$ cat config.mk
export PLATFORM = sky130hd
export DESIGN_NAME = fifo_reader_flat
export DESIGN_NICKNAME = d
export VERILOG_FILES = /design/src/rtl/fifo_reader_if.sv /design/src/rtl/fifo_reader.sv /design/src/flat_wrapper.sv
export SDC_FILE = /design/constraint.sdc
export NUM_CORES = 1
export LEC_CHECK = 0
export CORE_UTILIZATION = 35
export DETAILED_ROUTE_END_ITERATION = 7
export HOLD_SLACK_MARGIN = 0.15
export SKIP_CTS_REPAIR_TIMING = 1
export SLEW_MARGIN = 20
export SYNTH_ARGS = -nofsm -noshare
export SYNTH_HDL_FRONTEND = slang
export SYNTH_SLANG_ARGS = --single-unit
$ cat constraint.sdc
create_clock -name clk -period 3.2 [get_ports clk]
set_input_delay 0.64 -clock clk [delete_from_list [all_inputs] [get_ports clk]]
set_output_delay 0.64 -clock clk [all_outputs]
set_load 0.01 [all_outputs]
$ cat src/rtl/fifo_reader_if.sv
// Bundle of FIFO read-port and output-stream signals for fifo_reader.
// xfer_cnt and CNT_WIDTH exist only when FIFO_READER_CNT_EN is defined.
interface fifo_reader_if #(
  parameter int DATA_WIDTH = 8
`ifdef FIFO_READER_CNT_EN
  , parameter int CNT_WIDTH = 16
`endif
);
  logic                  enable;
  logic                  fifo_empty;
  logic                  fifo_rd_en;
  logic [DATA_WIDTH-1:0] fifo_data;
  logic                  m_valid;
  logic                  m_ready;
  logic [DATA_WIDTH-1:0] m_data;
  logic                  busy;
`ifdef FIFO_READER_CNT_EN
  logic [CNT_WIDTH-1:0]  xfer_cnt;
`endif

  modport master (
    input  enable, fifo_empty, fifo_data, m_ready,
`ifdef FIFO_READER_CNT_EN
    output xfer_cnt,
`endif
    output fifo_rd_en, m_valid, m_data, busy
  );

  modport slave (
    output enable, fifo_empty, fifo_data, m_ready,
`ifdef FIFO_READER_CNT_EN
    input  xfer_cnt,
`endif
    input  fifo_rd_en, m_valid, m_data, busy
  );
endinterface

$ cat src/rtl/fifo_reader.sv
// Read-side master: pops a 1-cycle-latency FIFO into a 2-entry valid/ready buffer.
// Optional accepted-word counter enabled by defining FIFO_READER_CNT_EN.
module fifo_reader #(
  parameter int DATA_WIDTH = 8
`ifdef FIFO_READER_CNT_EN
  , parameter int CNT_WIDTH = 16
`endif
) (
  input  logic          clk,
  input  logic          rst,
  fifo_reader_if.master bus
);
  logic                  r_inflight;
  logic [1:0]            r_buf_cnt;
  logic [DATA_WIDTH-1:0] r_buf0;
  logic [DATA_WIDTH-1:0] r_buf1;

  logic                  w_valid;
  logic                  w_pop;
  logic [2:0]            w_level;
  logic                  w_rd_en;
  logic                  w_cap_head;

  assign w_valid = (r_buf_cnt != 2'd0);
  assign w_pop   = w_valid & bus.m_ready;

  // Occupancy after this edge; pop implies buf_cnt >= 1, so no underflow.
  assign w_level = {1'b0, r_buf_cnt} + {2'b00, r_inflight} - {2'b00, w_pop};
  assign w_rd_en = !rst & bus.enable & !bus.fifo_empty & (w_level < 3'd2);

  // Incoming word lands at the head when the head slot is free after this edge.
  assign w_cap_head = (r_buf_cnt == 2'd0) || ((r_buf_cnt == 2'd1) && w_pop);

  always_ff @(posedge clk) begin
    if (rst) begin
      r_inflight <= 1'b0;
      r_buf_cnt  <= 2'd0;
      r_buf0     <= '0;
      r_buf1     <= '0;
    end else begin
      r_inflight <= w_rd_en;
      r_buf_cnt  <= w_level[1:0];
      if (w_pop) begin
        r_buf0 <= r_buf1;
      end
      if (r_inflight) begin
        if (w_cap_head) begin
          r_buf0 <= bus.fifo_data;
        end else begin
          r_buf1 <= bus.fifo_data;
        end
      end
    end
  end

`ifdef FIFO_READER_CNT_EN
  logic [CNT_WIDTH-1:0] r_xfer_cnt;

  always_ff @(posedge clk) begin
    if (rst) begin
      r_xfer_cnt <= '0;
    end else if (w_pop) begin
      r_xfer_cnt <= r_xfer_cnt + 1'b1;
    end
  end

  assign bus.xfer_cnt = r_xfer_cnt;
`endif

  assign bus.fifo_rd_en = w_rd_en;
  assign bus.m_valid    = w_valid;
  assign bus.m_data     = r_buf0;
  assign bus.busy       = r_inflight | w_valid;
endmodule

$ cat src/flat_wrapper.sv
// flat-port wrapper written by rule: the top's interface ports become plain ports
module fifo_reader_flat 
#(
  parameter int DATA_WIDTH = 8

)
  (clk, rst, bus_enable, bus_fifo_empty, bus_fifo_data, bus_m_ready, bus_fifo_rd_en, bus_m_valid, bus_m_data, bus_busy);
  fifo_reader_if #(.DATA_WIDTH(DATA_WIDTH)) bus_i ();
  input  logic clk;
  input  logic rst;
  input wire logic [$bits(bus_i.enable)-1:0] bus_enable;
  input wire logic [$bits(bus_i.fifo_empty)-1:0] bus_fifo_empty;
  input wire logic [$bits(bus_i.fifo_data)-1:0] bus_fifo_data;
  input wire logic [$bits(bus_i.m_ready)-1:0] bus_m_ready;
  output wire logic [$bits(bus_i.fifo_rd_en)-1:0] bus_fifo_rd_en;
  output wire logic [$bits(bus_i.m_valid)-1:0] bus_m_valid;
  output wire logic [$bits(bus_i.m_data)-1:0] bus_m_data;
  output wire logic [$bits(bus_i.busy)-1:0] bus_busy;
  assign bus_i.enable = bus_enable;
  assign bus_i.fifo_empty = bus_fifo_empty;
  assign bus_i.fifo_data = bus_fifo_data;
  assign bus_i.m_ready = bus_m_ready;
  assign bus_fifo_rd_en = bus_i.fifo_rd_en;
  assign bus_m_valid = bus_i.m_valid;
  assign bus_m_data = bus_i.m_data;
  assign bus_busy = bus_i.busy;
  fifo_reader #(.DATA_WIDTH(DATA_WIDTH)) u_core (.clk(clk), .rst(rst), .bus(bus_i));
endmodule
==> impl_metrics.json <==
{
  "place_congestion": 0.7460,
  "hp-start": "u_core.r_buf1[4]",
  "nets": 143,
  "grt_remaining_overflow": 0,
  "pwr-share-comb_pct": 40.3,
  "drive_above_1_share_pct": 15.75,
  "startpoint_type": "register",
  "seqPwrFrac_pct": 42.1,
  "worstHoldPathType": "register to register",
  "ff2ff_path_depth": 7,
  "post-place-ws_ns": -0.4436,
  "grt_antenna_before_repair": 0,
  "clkTransAtPathRegs_ns": 0.12,
  "cts.sinks": 19,
  "drcViolationCount": 0,
  "synth_top_area_share_pct": 38.43,
  "hold_path_end": "u_core.r_buf1[4]",
  "netlist_area_sq_um": 989.7,
  "synth_cells": 104,
  "outcome": "finished clean",
  "drt-total-wl_um": 2143,
  "power_mw": 0.7135,
  "ir_drop_mv": 0.3137,
  "max-cap-violations": 0,
  "io_buffers": 23,
  "cp_max_fo": 8,
  "num_rows": 18,
  "avgSynthCellArea_sq_um": 9.516,
  "period_minus_slack_ns": 2.936,
  "wl_per_cell_um": 13.65,
  "endpoint_kind": "output pin",
  "grt_pass1_wl_um": 3367,
  "drt-initial-drc-count": 17,
  "syn_nets": 119,
  "internal_power_mw": 0.4779,
  "htree_levels": 1,
  "ios": 24,
  "crit_required_ns": 2.56,
  "power_density_nw_per_um2": 566.3,
  "synthToLayoutAreaGrowth_pct": 27.31,
  "tightest_slew_ns": 0.5190,
  "clkLatencyLatePin_ns": 0.30,
  "slew_violations": 0,
  "cts_buffers": 3,
  "die_height_um": 55.18,
  "cp.arrival_ns": 2.30,
  "yosys_warnings": 0,
  "p_leak_nw": 0.4360,
  "hold_depth": 2,
  "fmax_mhz": 340.6,
  "clockPowerShare_pct": 17.6,
  "r2r_start": "u_core.r_buf_cnt[1]",
  "grt_pass1_vias": 775,
  "vias": 810,
  "drtPass1Iterations": 4,
  "ant_nets": 0,
  "rr_endpoint": "u_core.r_inflight",
  "rsz0062_at_grt": "no",
  "slew_headroom_pct": 65.40,
  "clock_skew_ns": 0.007582,
  "synth.largest_area_cell": "dfxtp_1",
  "post-synth-top-count-cell": "dfxtp_1",
  "dp.cells": 153,
  "period_share_pct": 91.76,
  "grt_max_degree": 28,
  "via_per_inst": 5.159,
  "core_area_sq_um": 2567,
  "n_antenna_cell": 0,
  "synth_common_cells": "dfxtp_1 (19), nand2_1 (18), nand2b_1 (18)",
  "tritoncts": "built",
  "p_sw_mw": 0.2356,
  "async_flop_share_pct": 0,
  "dp_hpwl_um": 1457,
  "synth.ff_latch_count": 19,
  "initial_core_util_pct": 38.55,
  "final.setup.worst_slack_ns": 0.2638,
  "swShare_pct": 33.02,
  "dieWidth_um": 55.18,
  "yosysSeqAreaShare_pct": 38.43,
  "grt.total_usage_pct": 16.09,
  "final_cells": 157,
  "path_class": "register to output pin",
  "timing.hold.ws_ns": 0.4766,
  "synth_edf_count": 0,
  "dominantRegCellSynth": "dfxtp_1",
  "synth.distinct_cells": 21,
  "hold_viol": 0,
  "clockBufferDepth": 2,
  "cts-root-buf": "clkbuf_4",
  "dieArea_sq_um": 3044,
  "finalSetupViolCount": 0,
  "yosys-top-cells-area": "dfxtp_1 (38%), a311oi_2 (12%), nand2b_1 (11%)",
  "reg2reg_slack_ns": 1.33
}
==> kinds of logic (layout without fill, tap and decap cells) <==
| logic type | after synthesis | count (layout) | synth area share (%) |
|---|---|---|---|
| AOI/OAI and AO/OA | 11 | 11 | 14.16 |
| xor gates and xnor gates | 1 | 1 | 0.8851 |
| adders and majority gates | 2 | 2 | 3.287 |
| buffers and inverters | 10 | 33 | 6.446 |
| DFF | 19 | 19 | 38.43 |
| muxes | 8 | 8 | 8.091 |
| and+or+nand+nor | 53 | 53 | 28.70 |
==> layout by cell type (no fill, tap or decap) <==
cell and n:
buf_4 5, or2_1 1, dlymetal6s2s_1 1, o21ai_1 1, a311oi_2 8, fa_1 1
nand2b_4 1, clkinv_2 1, inv_1 1, nor4_1 2, ha_1 1, nand2b_1 18
mux2i_1 8, xnor2_1 1, nand2_1 18, nor2b_1 3, or2_2 1, clkbuf_4 3
buf_2 1, o21a_1 2, nor3_1 8, or3_1 1, clkdlybuf4s50_1 21, dfxtp_1 19
==> through the flow <==
stage | TNS, ns | util (%) | area [sq um]
after floorplan | 0 | - | 989.7
after global placement | -0.3513 | 48.10 | 1235
after detailed placement | -0.4436 | 48.10 | 1235
after CTS | -0.4530 | 49.17 | 1262
after global routing | 0 | 49.07 | 1260
final | 0 | 49.07 | 1260
==> how the worst max path moves through the flow <==
stage,startpoint,endpoint,slack (ns)
CTS,bus_m_ready,bus_fifo_rd_en,-0.45
floorplan,bus_m_ready,bus_fifo_rd_en,0.27
detailed placement,bus_m_ready,bus_fifo_rd_en,-0.44
global route,u_core.r_buf_cnt[1],bus_fifo_rd_en,0.11
finish,u_core.r_buf_cnt[1],bus_fifo_rd_en,0.26
global placement,bus_m_ready,bus_fifo_rd_en,-0.35
==> layout make-up <==
type | instances | area [sq um]
timing repair buffer | 28 | 265.3
clock inverter | 1 | 5.005
inverter | 1 | 3.754
clock buffer | 3 | 22.52
multi-input combinational | 75 | 545.5
sequential | 19 | 380.4
tap | 30 | 37.54
fill | 266 | 1308
==> worst max-delay path, cell delays in order (launching register included) <==
cell and delay, ns:
dfxtp_1 0.40, o21a_1 0.23, nand2b_1 0.10, nand2_1 0.07, ha_1 0.19, fa_1 0.43, nand2b_1 0.16, nor4_1 0.24
buf_2 0.17
==> routing by layer <==
metal | vias up | share of wire, % | global-route usage (%)
li1 | 403 | - | -
met1 | 384 | 48 | 18.62
met2 | 19 | 47 | 27.71
met3 | 4 | 3.8 | 4.918
met4 | 0 | 1.3 | 5.833
met5 | - | 0 | 0
==> flip-flops by register name (all words and copies together), names as in the netlist <==
register           flops
u_core.r_buf_cnt       2
u_core.bus.m_data      8
u_core.r_buf1          8
u_core.r_inflight      1
==> power groups by stage <==
stage	Sequential, mW	Combinational, mW	Clock (mW)
floorplan	0.309	0.162	0
global placement	0.304	0.289	0
detailed placement	0.305	0.291	0
CTS	0.300	0.292	0.133
global route	0.305	0.313	0.140
finish	0.300	0.287	0.126
(Power assumes the default switching activity.)
